File: src/rtl/gl_fetch_stream.sv
// Command-stream fetcher: walks a command list held in a synchronous BRAM
// and presents it one word at a time on a valid/ready stream, tagging
// the header (first), the final word (last) and the word index.
// JUMP redirects fetching and END parks the block in HALT.
//
// state | meaning
// ------+----------------------------------------------------------
// IDLE  | waiting for start
// FETCH | inst_addr presented to the BRAM for one cycle
// LATCH | BRAM data captured into out_word, header decoded
// OUT   | word offered downstream, waiting for out_ready
// HALT  | END consumed, done=1, inst_addr held until next start
module gl_fetch_stream #(
    parameter int               DATA_W      = 32,
    parameter int               ADDR_W      = 32,
    parameter logic [ADDR_W-1:0] TEXT_START = '0,
    parameter logic [DATA_W-1:0] RESET_VALUE = '0
) (
    input  logic              clk,
    input  logic              reset_n,
    input  logic              start,
    input  logic              stall,
    input  logic [DATA_W-1:0] inst_in,
    output logic [ADDR_W-1:0] inst_addr,
    output logic [DATA_W-1:0] out_word,
    output logic              out_valid,
    input  logic              out_ready,
    output logic              out_first,
    output logic              out_last,
    output logic [4:0]        out_idx,
    output logic              busy,
    output logic              done
);

    typedef enum logic [2:0] {
        S_IDLE  = 3'd0,
        S_FETCH = 3'd1,
        S_LATCH = 3'd2,
        S_OUT   = 3'd3,
        S_HALT  = 3'd4
    } state_t;

    localparam logic [7:0] OP_JUMP = 8'h20;
    localparam logic [7:0] OP_END  = 8'h21;

    // Words per command, header included; unknown opcodes are single-word.
    function automatic logic [4:0] cmd_len(input logic [7:0] op);
        case (op)
            8'h03, 8'h04:                      cmd_len = 5'd4;
            8'h11, 8'h13, 8'h16, 8'h17, 8'h18: cmd_len = 5'd17;
            8'h19:                             cmd_len = 5'd5;
            8'h1A:                             cmd_len = 5'd7;
            8'h20:                             cmd_len = 5'd2;
            default:                           cmd_len = 5'd1;
        endcase
    endfunction

    state_t            state_q, state_d;
    logic [ADDR_W-1:0] addr_q, addr_d;
    logic [DATA_W-1:0] word_q, word_d;
    logic [4:0]        cnt_q, cnt_d;
    logic [4:0]        len_q, len_d;
    logic              first_q, first_d;
    logic              last_q, last_d;
    logic              jump_q, jump_d;
    logic              end_q, end_d;
    logic              done_q, done_d;

    logic [4:0]        cur_len;
    logic [ADDR_W-1:0] jump_tgt;

    // State register; stall is folded into the next-state logic so every
    // register simply reloads itself while frozen.
    always_ff @(posedge clk or negedge reset_n) begin
        if (!reset_n) begin
            state_q <= S_IDLE;
            addr_q  <= TEXT_START;
            word_q  <= RESET_VALUE;
            cnt_q   <= '0;
            len_q   <= 5'd1;
            first_q <= 1'b0;
            last_q  <= 1'b0;
            jump_q  <= 1'b0;
            end_q   <= 1'b0;
            done_q  <= 1'b0;
        end else begin
            state_q <= state_d;
            addr_q  <= addr_d;
            word_q  <= word_d;
            cnt_q   <= cnt_d;
            len_q   <= len_d;
            first_q <= first_d;
            last_q  <= last_d;
            jump_q  <= jump_d;
            end_q   <= end_d;
            done_q  <= done_d;
        end
    end

    // Next-state and datapath updates.
    always_comb begin
        state_d  = state_q;
        addr_d   = addr_q;
        word_d   = word_q;
        cnt_d    = cnt_q;
        len_d    = len_q;
        first_d  = first_q;
        last_d   = last_q;
        jump_d   = jump_q;
        end_d    = end_q;
        done_d   = done_q;
        cur_len  = len_q;
        jump_tgt = ADDR_W'(word_q) & {{(ADDR_W-2){1'b1}}, 2'b00};

        if (!stall) begin
            unique case (state_q)
                S_IDLE, S_HALT: begin
                    if (start) begin
                        state_d = S_FETCH;
                        addr_d  = TEXT_START;
                        cnt_d   = '0;
                        done_d  = 1'b0;
                    end
                end
                S_FETCH: begin
                    state_d = S_LATCH;
                end
                S_LATCH: begin
                    word_d = inst_in;
                    if (cnt_q == 5'd0) begin
                        cur_len = cmd_len(inst_in[7:0]);
                        len_d   = cur_len;
                        jump_d  = (inst_in[7:0] == OP_JUMP);
                        end_d   = (inst_in[7:0] == OP_END);
                    end
                    first_d = (cnt_q == 5'd0);
                    last_d  = (cnt_q == cur_len - 5'd1);
                    state_d = S_OUT;
                end
                S_OUT: begin
                    if (out_ready) begin
                        if (!last_q) begin
                            addr_d  = addr_q + ADDR_W'(4);
                            cnt_d   = cnt_q + 5'd1;
                            state_d = S_FETCH;
                        end else if (end_q) begin
                            done_d  = 1'b1;
                            state_d = S_HALT;
                        end else if (jump_q) begin
                            addr_d  = jump_tgt;
                            cnt_d   = '0;
                            state_d = S_FETCH;
                        end else begin
                            addr_d  = addr_q + ADDR_W'(4);
                            cnt_d   = '0;
                            state_d = S_FETCH;
                        end
                    end
                end
                default: begin
                    state_d = S_IDLE;
                end
            endcase
        end
    end

    // Stream outputs are taken straight from state so they cannot change
    // while a word waits for out_ready.
    always_comb begin
        inst_addr = addr_q;
        out_word  = word_q;
        out_valid = (state_q == S_OUT);
        out_first = first_q;
        out_last  = last_q;
        out_idx   = cnt_q;
        busy      = (state_q == S_FETCH) || (state_q == S_LATCH) || (state_q == S_OUT);
        done      = done_q;
    end

endmodule

File: config.mk
export PLATFORM = sky130hd
export DESIGN_NAME = gl_fetch_stream
export DESIGN_NICKNAME = d
export VERILOG_FILES = /design/src/rtl/gl_fetch_stream.sv
export SDC_FILE = /design/constraint.sdc
export NUM_CORES = 1
export LEC_CHECK = 0
export CORE_UTILIZATION = 34
export CTS_CLUSTER_DIAMETER = 50
export CTS_CLUSTER_SIZE = 24
export DETAILED_ROUTE_END_ITERATION = 10
export SLEW_MARGIN = 5
export SYNTH_ARGS = -nofsm -noshare
export SYNTH_HDL_FRONTEND = slang
export SYNTH_SLANG_ARGS = --single-unit
File: constraint.sdc
create_clock -name clk -period 3.6 [get_ports clk]
set_input_delay 0.54 -clock clk [delete_from_list [all_inputs] [get_ports clk]]
set_output_delay 0.54 -clock clk [all_outputs]
set_load 0.1 [all_outputs]
[Word level (Yosys, flattened, before mapping)]
Cells that the tools add are included.
Cells by class
  bitwise gates (word level): 1
  add/subtract/negate cells: 3
  reductions and logical operators: 13
  multiplexer cells: 25
  equality and inequality tests: 21
Operators with widths (number)
  $mux W32: 5
  $pmux W32 S2: 1
  $eq A8 B5 Y1 const B: 7
  $mux W5: 7
  $add A32 B3 Y32 const B: 1
  $pmux W5 S5: 1
  $eq A8 B6 Y1 const B: 2
  $mux W3: 4
  $pmux W3 S4: 1
  $pmux W5 S2: 1
  $eq A8 B2 Y1 const B: 1
  $eq A8 B3 Y1 const B: 1
  $eq A3 B2 Y1 const B: 2
  $ne A2 B1 Y1 const B: 3
  $reduce_and A3 Y1: 2
  $reduce_and A6 Y1: 1
  $add A5 B1 Y5 const B: 1
  $eq A5 B5 Y1: 1
  $logic_not A5 Y1: 1
  $reduce_and A5 Y1: 1
  $reduce_or A5 Y1: 1
  $sub A5 B1 Y5 const B: 1
  $mux W1: 4
  $reduce_or A2 Y1: 2
  other kinds (10): 11
Storage, ports and cells
  register bits: 82
  output and inout port bits: 74
  word-level logic and storage cells: 73
  input bits: 37

[Longest topological paths before layout]
  depth in word-level cells: 8
  depth in mapped cells: 11
  gate-level depth less buffers: 11

[Least setup slack after synthesis]
OpenSTA, ideal clock, no wires.
  path kind: register -> register
  start point: register cnt_q[3], in the netlist out_idx[3]
  end point: register last_q, in the netlist out_last
  slack: 630 ps
  buffers on the path: 1
  arrival time: 2874 ps
  required time: 3505 ps
  cell stages (with the launch flop): 11
  setup time: 95 ps
  period minus slack after synthesis: 2970 ps
  cells stage by stage: dfrtp_1 > clkbuf_1 > nor4b_4 > or2_2 > o31ai_4 > ha_1 > and3_1 > o31a_1 > o21ai_0 > o31ai_1 > o31ai_1
Between the ends
  longest elaborated chain between the ends: 6
Ends and longest elaborated chain
  start, declared: RTL line 61  | logic [4:0] cnt_q, cnt_d;
  start signal, assigned: RTL line 90  | cnt_q <= cnt_d;
  $logic_not A5 Y1: RTL line 130  | if (cnt_q == 5'd0) begin
  $mux W5: RTL line 130
  $mux W5: RTL line 116  | unique case (state_q)
  $mux W5: RTL line 115  | if (!stall) begin
  $sub A5 B1 Y5: RTL line 137  | last_d = (cnt_q == cur_len - 5'd1);
  $eq A5 B5 Y1 (*): RTL line 137
  end signal, assigned: RTL line 93  | last_q <= last_d;
  end, declared: RTL line 64  | logic last_q, last_d;
Mark *: on every way between the ends. The rest lies on a longest branch, timed or not. The select of a mux whose other input is x is not followed.
A chain may end at the register's enable or synchronous reset.

[Final worst setup path]
  start point: input inst_in[4]
  end point: register last_q, in the netlist out_last
Between the ends
  longest elaborated chain between the ends: 8
  elaborated cells on any way between the ends: 18
  those cells by class: add/sub (1); eq/ne (11); mux (4); reduce/logical (2)
Ends and longest elaborated chain
  start, declared: RTL line 23  | input logic [DATA_W-1:0] inst_in,
  $eq A8 B5 Y1, or another cell as far along: RTL line 48  | case (op)
  $reduce_or A5 Y1 or $reduce_or A2 Y1 (tied branches): RTL line 48
  $pmux W5 S5 (*): RTL line 48
  $mux W5 (*): RTL line 130
  $mux W5 (*): RTL line 116
  $mux W5 (*): RTL line 115
  $sub A5 B1 Y5 (*): RTL line 137
  $eq A5 B5 Y1 (*): RTL line 137
Marked as above.

==> impl_metrics.py <==
metrics = {
    "timing": {
        "achievable-frequency_mhz": 316,
        "slew_at_the_pin_closest_to_its_max_slew_limit_ns": 1.23,
        "slew_headroom": 0.182,
        "clock_period_minus_final_worst_setup_slack_ns": 3.17,
        "final.setup.tns_ns": 0,
        "finalHoldViolCount": 0,
        "hold_ws_ns": 0.363,
        "timing.clock.skew_ns": 0.00815,
        "final.period_utilization": 0.880,
        "timing_max_transition_violations_final": 0,
        "report.final.setup_viol": 0,
        "setup_repair_after_global_routing_missed_its_margin": "false",
    },
    "routing": {
        "viasPerCell": 5.25,
        "antenna_left": 0,
        "num_vias": 4282,
        "wl_mm": 12.8,
        "mean_routed_wirelength_per_cell_um": 15.7,
        "drt_pass1_iterations": 6,
        "drc_marker_count_from_the_first_detailed_route_iteration": 233,
        "drc": 0,
    },
    "power_and_ir_drop": {
        "areal_power_density_over_the_cells_mw_per_mm2": 904,
        "intPower_mw": 2.39,
        "power.net_switching_mw": 2.99,
        "p_leak_nw": 2.43,
        "clockPowerShare": 0.168,
        "vdd_drop_max_mv": 0.697,
        "power_switching_share": 0.555,
        "combinationalPowerShare": 0.571,
        "seq_power_share": 0.261,
    },
    "die": {
        "num_rows": 41,
        "floorplan.die.height_um": 116,
        "core-area_mm2": 0.0126,
        "initial_core_util": 0.349,
        "top_ports": 111,
        "fp.dieArea_mm2": 0.0134,
        "die-width_um": 116,
    },
    "yosys": {
        "synth_area_per_cell_um2": 8.17,
        "register_area_share_after_synthesis": 0.454,
        "synth_ff_type": "sky130_fd_sc_hd__dfrtp_1",
        "netlist_top_cells_area": "sky130_fd_sc_hd__dfrtp_1, sky130_fd_sc_hd__nand2_1, sky130_fd_sc_hd__o21ai_0",
        "post_synth_inst_count": 540,
        "synth_largest_area_cell": "sky130_fd_sc_hd__dfrtp_1",
        "synth_cell_types": 61,
        "synthArstFlopShare": 1.00,
        "mappedNetlistArea_mm2": 0.00441,
        "synth_top_area_share": 0.448,
        "number_of_flops_mapped_to_enable_cells_by_yosys": 0,
        "synth.ff_latch_count": 80,
        "synth_warnings": 0,
    },
    "grt": {
        "number_of_global_route_vias_before_repair": 4157,
        "gr-total-overflow": 0,
        "antenna_found_initial": 0,
        "grt_use_total": 0.201,
        "largest_net_degree_at_the_start_of_global_routing": 81,
        "grt_first_pass_wirelength_mm": 21.0,
    },
    "finish": {
        "design_area_mm2": 0.00595,
        "layout-drive-gt1-share": 0.0684,
        "most-common-layout-cells": "sky130_fd_sc_hd__nand2_1, sky130_fd_sc_hd__clkdlybuf4s50_1, sky130_fd_sc_hd__dfrtp_1, sky130_fd_sc_hd__o21ai_0, sky130_fd_sc_hd__nor2_1",
        "finalNetCount": 679,
        "multi_input_area_mm2": 0.00220,
        "filler_cell_count": 1266,
        "ff_latch_area_mm2": 0.00200,
        "syn2layout_area_growth_pct": 35.0,
        "layout_commonest_cell": "sky130_fd_sc_hd__nand2_1",
        "antenna-diode-count": 0,
    },
    "clock_network": {
        "reg_clk_slew_reported_paths_ns": 0.06,
        "resized_cells_post_cts": 0,
        "cts.path.max_buffers": 2,
        "cts_inserted_buffers": 9,
        "clk-insertion-delay-late_ns": 0.34,
        "cts_tree": "yes",
        "cts_hold_buf": 0,
        "htreeDepth": 3,
        "clkSinkCount": 80,
        "cts_setup_buffers": 0,
        "clock_tree.root_cell": "sky130_fd_sc_hd__clkbuf_16",
    },
    "place": {
        "io_buffers": 108,
        "routabilityCongestion": 0.893,
        "dp.final_hpwl_mm": 9.05,
        "detailed_place.area_mm2": 0.00566,
    },
    "worst_setup_path": {
        "worst-r2r-cell-count": 11,
        "worstPathArrival_ns": 3.41,
        "cp_endpoint_kind": "flip-flop",
        "crit_path_start_kind": "primary input",
        "setup_slack_on_the_worst_flop_to_flop_path_ns": 0.87,
        "worst_r2r_startpoint": "out_idx[1]",
        "rr_endpoint": "out_last",
        "path_class": "in -> reg",
        "required_ns": 3.84,
        "crit_fanout": 3,
        "cp-startpoint": "inst_in[4]",
    },
    "status": {
        "outcome": "completed",
    },
    "flow_run": {
        "maxcap_viol_count": 0,
    },
    "hold_path": {
        "hp-class": "in -> async",
    },
}
[per-layer routing]
layer  track usage  share of wire
met5             0              0
met4        0.0863          0.021
met3        0.0293          0.043
met2         0.325           0.47
met1         0.269           0.47
[power by group through the flow]
stage / Clock, mW / Sequential (mW) / Combinational, mW
3_3_place_gp: 0 / 1.42 / 3.05
4_1_cts: 0.923 / 1.41 / 3.09
3_5_place_dp: 0 / 1.42 / 3.08
5_1_grt: 0.964 / 1.45 / 3.24
2_1_floorplan: 0 / 2.83 / 0.868
6_report: 0.907 / 1.40 / 3.07
[state kept, by name, summed over array words and instances (netlist names)]
| name | count |
|---|---|
| done | 1 |
| len_q | 5 |
| jump_q | 1 |
| state_q | 3 |
| end_q | 1 |
| out_idx | 5 |
| inst_addr | 30 |
| out_last | 1 |
| out_word | 32 |
| out_first | 1 |
[worst max-delay path, cell delays in order]
cell and delay [ns]:
sky130_fd_sc_hd__clkdlybuf4s50_1 0.52, sky130_fd_sc_hd__nor4_4 0.35, sky130_fd_sc_hd__or4b_1 0.47, sky130_fd_sc_hd__o211a_2 0.16, sky130_fd_sc_hd__o31ai_4 0.25, sky130_fd_sc_hd__ha_1 0.24, sky130_fd_sc_hd__xnor2_1 0.10, sky130_fd_sc_hd__a211o_1 0.25
sky130_fd_sc_hd__a211o_1 0.30, sky130_fd_sc_hd__o31ai_1 0.22
[cell type report]
type                    count  share of cell area
multi-input cells         407               0.370
well taps                 172              0.0361
flip-flops and latches     80               0.336
clock buffers              10              0.0385
inverters                  19              0.0120
repair buffers            121               0.197
clock inverters             6              0.0101
[cell families (layout without fill, tap and decap cells)]
kind of cell,Yosys count,in the layout,share of synthesized area
other,1,2,0.000850
XOR/XNOR,6,6,0.0119
flip-flops,80,80,0.454
adder cells (fa/ha/maj),4,4,0.0114
buffers and inverters,54,156,0.0494
multiplexers,3,3,0.00709
AND/OR/NAND/NOR,255,255,0.271
AO/OA/AOI/OAI,137,137,0.194
[worst max-delay path by stage]
| stage | to | slack, ns |
|---|---|---|
| 2_1_floorplan | out_last | 0.63 |
| 3_3_place_gp | out_last | 0.22 |
| 3_5_place_dp | out_last | 0.07 |
| 4_1_cts | out_last | 0.42 |
| 5_1_grt | out_last | 0.22 |
| 6_report | out_last | 0.43 |
[stage by stage]
step	utilization	setup slack [ns]	power (mW)	instances
4_1_cts	0.472	0.420	5.42	815
5_1_grt	0.472	0.223	5.65	815
3_5_place_dp	0.449	0.0663	4.50	799
2_1_floorplan	-	0.630	3.70	541
6_report	0.472	0.433	5.38	815
3_3_place_gp	0.449	0.216	4.47	799
[synthesized netlist by cell type, drive strengths merged (8+ instances only)]
| cell type | number |
|---|---|
| dfrtp | 79 |
| o31ai | 11 |
| inv | 19 |
| o22ai | 10 |
| nor4 | 9 |
| a21oi | 34 |
| nor3 | 24 |
| clkbuf | 30 |
| nor2 | 35 |
| o21ai | 44 |
| a22oi | 8 |
| nand2 | 134 |
| nand3 | 18 |
Note: power is estimated with default switching activity, not from simulation.
